**src/rtl/free_list.sv**
```systemverilog
// free_list: circular FIFO of free block indices.
// After reset, an INIT sweep writes index k into slot k, one per cycle, and
// then the block enters RUN with every block free. In RUN, allocations pop the
// FIFO head and return it one cycle later as a registered grant. Frees push
// an index at the tail. Malformed or overflowing frees are dropped and set a
// sticky error flag.
//
// Ports:
//   clk, rst            : clock, synchronous active-high reset
//   alloc_req_i         : level-held allocation request
//   alloc_gnt_o         : one-cycle grant pulse
//   alloc_block_idx_o   : granted index; holds its last value between grants
//   free_req_i          : one-cycle free pulse
//   free_block_idx_i    : index being returned
//   ready_o             : initialisation complete (state is RUN)
//   empty_o             : no free blocks (forced 0 during INIT)
//   free_cnt_o          : number of free blocks
//   err_o               : sticky protocol error
module free_list #(
  parameter int unsigned ADDR_W     = 8,
  parameter int unsigned NUM_BLOCKS = 256
) (
  input  logic              clk,
  input  logic              rst,
  input  logic              alloc_req_i,
  output logic              alloc_gnt_o,
  output logic [ADDR_W-1:0] alloc_block_idx_o,
  input  logic              free_req_i,
  input  logic [ADDR_W-1:0] free_block_idx_i,
  output logic              ready_o,
  output logic              empty_o,
  output logic [ADDR_W:0]   free_cnt_o,
  output logic              err_o
);

  localparam int unsigned       IDX_W = (NUM_BLOCKS > 1) ? $clog2(NUM_BLOCKS) : 1;
  localparam logic [ADDR_W-1:0] LAST  = ADDR_W'(NUM_BLOCKS - 1);
  localparam logic [ADDR_W:0]   FULL  = (ADDR_W + 1)'(NUM_BLOCKS);

  typedef enum logic {INIT, RUN} state_t;

  state_t            state;
  logic [ADDR_W-1:0] mem [NUM_BLOCKS];
  logic [ADDR_W-1:0] rd_ptr;
  logic [ADDR_W-1:0] wr_ptr;
  logic [ADDR_W-1:0] init_cnt;

  logic bad_idx;
  logic full;
  logic do_pop;
  logic do_push;
  logic mark_err;

  always_comb begin
    bad_idx  = ({1'b0, free_block_idx_i} >= FULL);
    full     = (free_cnt_o == FULL);
    do_pop   = (state == RUN) && alloc_req_i && (free_cnt_o != '0);
    do_push  = (state == RUN) && free_req_i && !bad_idx && !full;
    // Any free that is not accepted counts as a protocol error, including
    // frees that arrive before initialisation completes.
    mark_err = free_req_i && ((state == INIT) || bad_idx || full);
  end

  assign empty_o = (state == RUN) && (free_cnt_o == '0);

  // A pop and a push never hit the same slot: equal pointers mean the list
  // is either empty (no pop) or full (push dropped).
  always_ff @(posedge clk) begin
    if (!rst) begin
      if (state == INIT)
        mem[init_cnt[IDX_W-1:0]] <= init_cnt;
      else if (do_push)
        mem[wr_ptr[IDX_W-1:0]] <= free_block_idx_i;
    end
  end

  always_ff @(posedge clk) begin
    if (rst) begin
      state             <= INIT;
      alloc_gnt_o       <= 1'b0;
      alloc_block_idx_o <= '0;
      ready_o           <= 1'b0;
      free_cnt_o        <= '0;
      err_o             <= 1'b0;
      rd_ptr            <= '0;
      wr_ptr            <= '0;
      init_cnt          <= '0;
    end else begin
      alloc_gnt_o <= 1'b0;
      if (mark_err)
        err_o <= 1'b1;

      case (state)
        INIT: begin
          if (init_cnt == LAST) begin
            state      <= RUN;
            ready_o    <= 1'b1;
            free_cnt_o <= FULL;
            init_cnt   <= '0;
          end else begin
            init_cnt <= init_cnt + 1'b1;
          end
        end

        RUN: begin
          if (do_pop) begin
            alloc_gnt_o       <= 1'b1;
            alloc_block_idx_o <= mem[rd_ptr[IDX_W-1:0]];
            rd_ptr            <= (rd_ptr == LAST) ? '0 : rd_ptr + 1'b1;
          end
          if (do_push)
            wr_ptr <= (wr_ptr == LAST) ? '0 : wr_ptr + 1'b1;

          if (do_pop && !do_push)
            free_cnt_o <= free_cnt_o - 1'b1;
          else if (do_push && !do_pop)
            free_cnt_o <= free_cnt_o + 1'b1;
        end

        default: state <= INIT;
      endcase
    end
  end

endmodule
```
**config.mk**
```make
export PLATFORM = sky130hd
export DESIGN_NAME = free_list
export DESIGN_NICKNAME = d
export VERILOG_FILES = /design/src/rtl/free_list.sv
export SDC_FILE = /design/constraint.sdc
export NUM_CORES = 2
export LEC_CHECK = 0
export ABC_AREA = 0
export ABC_CLOCK_PERIOD_IN_PS = 21300
export CAP_MARGIN = 20
export CORE_ASPECT_RATIO = 0.7
export CORE_MARGIN = 2
export CORE_UTILIZATION = 65
export CTS_CLUSTER_SIZE = 12
export DETAILED_ROUTE_END_ITERATION = 16
export PLACE_DENSITY = 0.81
export SLEW_MARGIN = 20
export SYNTH_ARGS = -nofsm -noshare
export SYNTH_HDL_FRONTEND = slang
export SYNTH_SLANG_ARGS = --single-unit
```
**constraint.sdc**
```tcl
create_clock -name clk -period 21.3 [get_ports clk]
set_input_delay 6.39 -clock clk [delete_from_list [all_inputs] [get_ports clk]]
set_output_delay 6.39 -clock clk [all_outputs]
set_load 0.1 [all_outputs]
```
# After elaboration in Yosys (flattened, before gate mapping)
# Memories as Yosys holds them, arrays and structs flattened. A register that Yosys moved wholly into a read port is not among the register bits.
# Index checks and enable logic that the tools add are counted.
# word_totals
reg_bits	37
latchBits	0
ramBits	2048
rom_bits	0
input_bits	12
memories	1
# op_classes
add_sub_neg	5
multipliers	0
div	0
n_lt_le_gt_ge	0
eq_ne	6
shift	0
n_mux	20
n_bitwise	1
n_reduce_logical	20
# memory_table
name	words	word_bits	read_ports	rd_ports_with_merged_regs	wr	line_no	rtl
mem	256	8	1	1	1	43	logic [ADDR_W-1:0] mem [NUM_BLOCKS];
# ops
operator	count
8-bit 2-to-1 mux	5
9-bit 2-to-1 mux	3
8-bit by 1-bit adder with 8-bit output, second input constant	3
8-bit == test, second input constant	3
9-bit case mux with 2 select lines	1
1-bit 2-to-1 mux	11
9-bit by 1-bit adder with 9-bit output, second input constant	1
9-bit == test, second input constant	1
9-bit logical NOT	1
9-bit nonzero test	1
9-bit by 1-bit subtractor with 9-bit output, second input constant	1
1-bit logical AND	8
2-bit AND reduction	4
8-bit OR reduction	1
1-bit logical NOT	3
3-bit by 1-bit != test with 1-bit output, second input constant	1
2-bit by 1-bit != test with 1-bit output, second input constant	1
2-bit OR reduction	1
1-bit logical OR	1
1-bit inverter	1

# Depth between registers and ports, before layout
# logic_depth
word_depth	9
ltp_mapped	15
ltp_nobuf	14

# Least setup slack after synthesis
# OpenSTA, ideal clock, no wires.
# synth_path
kind	input port to flip-flop
from	input port free_req_i
to	memory mem[0][0], data pin
t_arrival_ps	10412
required_time_ps	20475
slack_ps	10063
stages	6
path_cell_list	nand2_1 > a311oi_2 > buf_2 > buf_2 > nand2_1 > nand2_1
# synth_via
elab_chain_cells	8
# synth_lines
item	line_no	rtl
from (decl)	28	input logic free_req_i,
1-bit logical AND (2 in series)	58	do_push = (state == RUN) && free_req_i && !bad_idx && !full;
1-bit 2-to-1 mux	72	else if (do_push)
1-bit 2-to-1 mux	70	if (state == INIT)
1-bit 2-to-1 mux	69	if (!rst) begin
1-bit 2-to-1 mux (implied by the code)	73	mem[wr_ptr[IDX_W-1:0]] <= free_block_idx_i;
8-bit OR reduction (no line)	n/a	
8-bit 2-to-1 mux (no line)	n/a	
to (decl)	43	
# No other way between the ends.

# Final worst setup path
# layout_path
from	input port free_req_i
to	memory mem[27][3] (enable)
# layout_via
elab_chain_cells	8
word_cells_on_any_way	9
classes_between	6 x mux; 3 x reduce/logical
# layout_lines
item	line_no
1-bit logical AND (*) (2 in series)	58
1-bit 2-to-1 mux (*)	72
1-bit 2-to-1 mux (*)	70
1-bit 2-to-1 mux (*)	69
1-bit 2-to-1 mux (implied by the code) (*)	73
8-bit OR reduction (no line)	n/a
8-bit 2-to-1 mux (no line) or 1-bit 2-to-1 mux (tied branches)	n/a
# Every way passes the cells marked *; elsewhere a longest branch is shown, timed or not.

==> results.sh <==
export IMPL_status="finished, final reports clean"
export IMPL_clk_pin_slew_ns=0.06
export IMPL_ir_drop_uv=96.7
export IMPL_rows=109
export IMPL_endpoint_kind="flop"
export IMPL_first_iter_violations=8939
export IMPL_synth_area_leader_cell="edfxtp_1"
export IMPL_rsz0062_at_grt="no"
export IMPL_synth_avg_cell_area_um2=20.1
export IMPL_clock_latency_ns=0.86
export IMPL_place_ws_ns=9.91
export IMPL_io_pins=33
export IMPL_utilization=0.711
export IMPL_yosysSeqAreaShare=0.756
export IMPL_cts_resized=0
export IMPL_ctsHoldBuffers=0
export IMPL_tns_ns=0
export IMPL_grt_max_degree=233
export IMPL_fin_nets=4180
export IMPL_fin_ws_ns=10.67
export IMPL_hold_viol=0
export IMPL_yosysTopAreaCellShare=0.745
export IMPL_htreeDepth=4
export IMPL_grt_pass1_vias=43000
export IMPL_drive_gt1_frac=0.195
export IMPL_cts_buffers_inserted=195
export IMPL_post_cts_buffers=0
export IMPL_worstPathRequired_ns=21.76
export IMPL_syn_area_um2=82500
export IMPL_fp_dieW_um=430
export IMPL_fillers=6946
export IMPL_crit_top_cell="nand2_1"
export IMPL_p_leak_nw=27.2
export IMPL_post_route_period_util=0.499
export IMPL_p_per_area_nw_per_um2=86.3
export IMPL_synth_cell_type_count=79
export IMPL_io_buffer_count=32
export IMPL_max_stage_delay_ns=1.12
export IMPL_crit_arrival_ns=11.08
export IMPL_clock_sinks=2093
export IMPL_grt_pass1_wl_mm=320
export IMPL_final_cells=5902
export IMPL_design_power_total_mw=7.74
export IMPL_wl_mm=225
export IMPL_dp_cells=5629
export IMPL_core_area_um2=126000
export IMPL_reg2reg_slack_ns=14.30
export IMPL_final_setup_skew_ns=0.0279
export IMPL_antenna_found_initial=6
export IMPL_via_count=44800
export IMPL_gr_usage_all_layers=0.353
export IMPL_worstMarginPinSlew_ns=1.22
export IMPL_cts_root_buffer="clkbuf_16"
export IMPL_synth_nets=4119
export IMPL_ant_nets=0
export IMPL_async_flop_share=0
export IMPL_cts_max_path_buffers=3
export IMPL_synth_cells_most_frequent="edfxtp_1, mux4_2, nor2_1"
export IMPL_synthToLayoutAreaGrowth_pct=8.72
export IMPL_die_y_um=302
export IMPL_crit_chain="clkdlybuf4s50_1, nand2_1, a31oi_1, nand2b_1, o31ai_1, nand2_1, nor2_1"
export IMPL_grt_overflow=0
export IMPL_hpwl_mm=128
export IMPL_cp_slowest_cell="o31ai_1"
export IMPL_viasPerCell=7.59
export IMPL_cp_depth=7
export IMPL_critPathLaunchType="input pin"
export IMPL_max_cap_violations=0
export IMPL_crit_buf_inv=1
export IMPL_drc=0
export IMPL_path_delay_family="simple AND/OR/NAND/NOR gates"
export IMPL_yosys_warnings=0
export IMPL_reg2regPathDepth=11
export IMPL_finalCriticalPeriod_ns=10.63
export IMPL_place_gp_congestion=0.980
export IMPL_routedWlPerCell_um=38.2
export IMPL_ys_flop_type="edfxtp_1"
export IMPL_whs_path_depth=2
export IMPL_worstPathMaxFanout=16
export IMPL_yosysMostFrequentCell="edfxtp_1"
export IMPL_finalSetupViolCount=0
export IMPL_netlist_instances=4101
export IMPL_synth_seq_cells=2093
export IMPL_die_area_um2=130000
export IMPL_fmax_mhz=94.1
export IMPL_synth_edf_count=2048
export IMPL_criticalPathCategory="input pin to flop"
export IMPL_drt_pass1_iter_count=12
export IMPL_start_util=0.654
export IMPL_cts_tree="yes"
export IMPL_hold_path_class="flop to flop"
export IMPL_synth_area_top_cells="edfxtp_1, mux4_2, mux2i_1"
export IMPL_slew_headroom=0.168
export IMPL_finalMaxSlewViolations=0
[per-layer routing]
metal,vias to the layer above,track usage,share of wire
met5,-,0.00713,0.0016
li1,17000,-,-
met3,688,0.140,0.18
met4,18,0.143,0.044
met1,22600,0.515,0.35
met2,4550,0.483,0.42
[kinds of logic after synthesis]
kind of cell,Yosys count,synth area share
adder cells (fa/ha/maj),6,0.000910
AO/OA/AOI/OAI,382,0.0327
XOR/XNOR,20,0.00212
flip-flops,2093,0.756
AND/OR/NAND/NOR,689,0.0377
multiplexers,652,0.152
buffers and inverters,259,0.0185
[worst reg2reg max path, delay by kind of cell, from the launching register on]
family,cells,cell delay (ns)
buffers and inverters,4,3.12
AO/OA/AOI/OAI,5,2.38
multiplexers,1,0.44
AND/OR/NAND/NOR,1,0.09
flip-flops,1,0.81
[flip-flops by register name, summed over array words and instances (netlist names)]
signal / flops
mem: 2048
free_cnt_o: 9
alloc_block_idx_o: 8
init_cnt: 8
rd_ptr: 8
wr_ptr: 8
alloc_gnt_o: 1
err_o: 1
ready_o: 1
state: 1
[power breakdown]
part	internal [mW]	total (mW)	switching, mW
logic	0.0115	0.0877	0.0762
clock network	1.67	3.16	1.49
registers	4.50	4.50	0.00240
[layout make-up]
cell class / count / area (µm²) / area share
Antenna cell: 10 / 25.0 / 0.000279
Clock buffer: 241 / 5090 / 0.0568
Clock inverter: 21 / 270 / 0.00301
Inverter: 11 / 43.8 / 0.000488
Multi-Input combinational cell: 1749 / 18700 / 0.209
Sequential cell: 2093 / 62400 / 0.696
Tap cell: 1665 / 2080 / 0.0232
Timing Repair Buffer: 112 / 1040 / 0.0115
[worst paths after layout]
check / start / end
worst max-delay path: free_req_i / mem[27][3]$_DFFE_PP_
worst min-delay path: err_o$_SDFFE_PP0P_ / err_o$_SDFFE_PP0P_
worst max register to register: rd_ptr[1]$_SDFFE_PP0P_ / alloc_block_idx_o[1]$_SDFFE_PP0P_
worst min register to register: err_o$_SDFFE_PP0P_ / err_o$_SDFFE_PP0P_
[cells in the final DEF (no fill, tap or decap), drive strengths merged, types with 9 or more instances in the layout]
master            n
nor3             30
o21ai            43
a31oi            10
a2111oi          13
nand3            37
clkbuf          241
edfxtp         2048
or3              12
nand4            11
nor4             11
nand3b           10
nor2            352
nand2           126
o221ai           25
dfxtp            45
xor2              9
diode            10
nand2b           31
clkdlybuf4s50    31
a21oi            71
o211ai            9
a211oi           43
o31ai             9
mux4            478
a22oi            52
buf              81
xnor2            11
and2             12
a221oi           20
o22ai            26
clkinv           12
nor2b            32
mux2             11
inv              19
mux2i           163
[metrics by stage]
stage,area (µm²),hold slack [ns]
3_5_place_dp,84300,0.462
3_3_place_gp,84300,0.451
5_1_grt,89700,0.520
6_report,89700,0.476
2_1_floorplan,82500,0.513
4_1_cts,89600,0.476
Power figures use the tool's default switching activity.
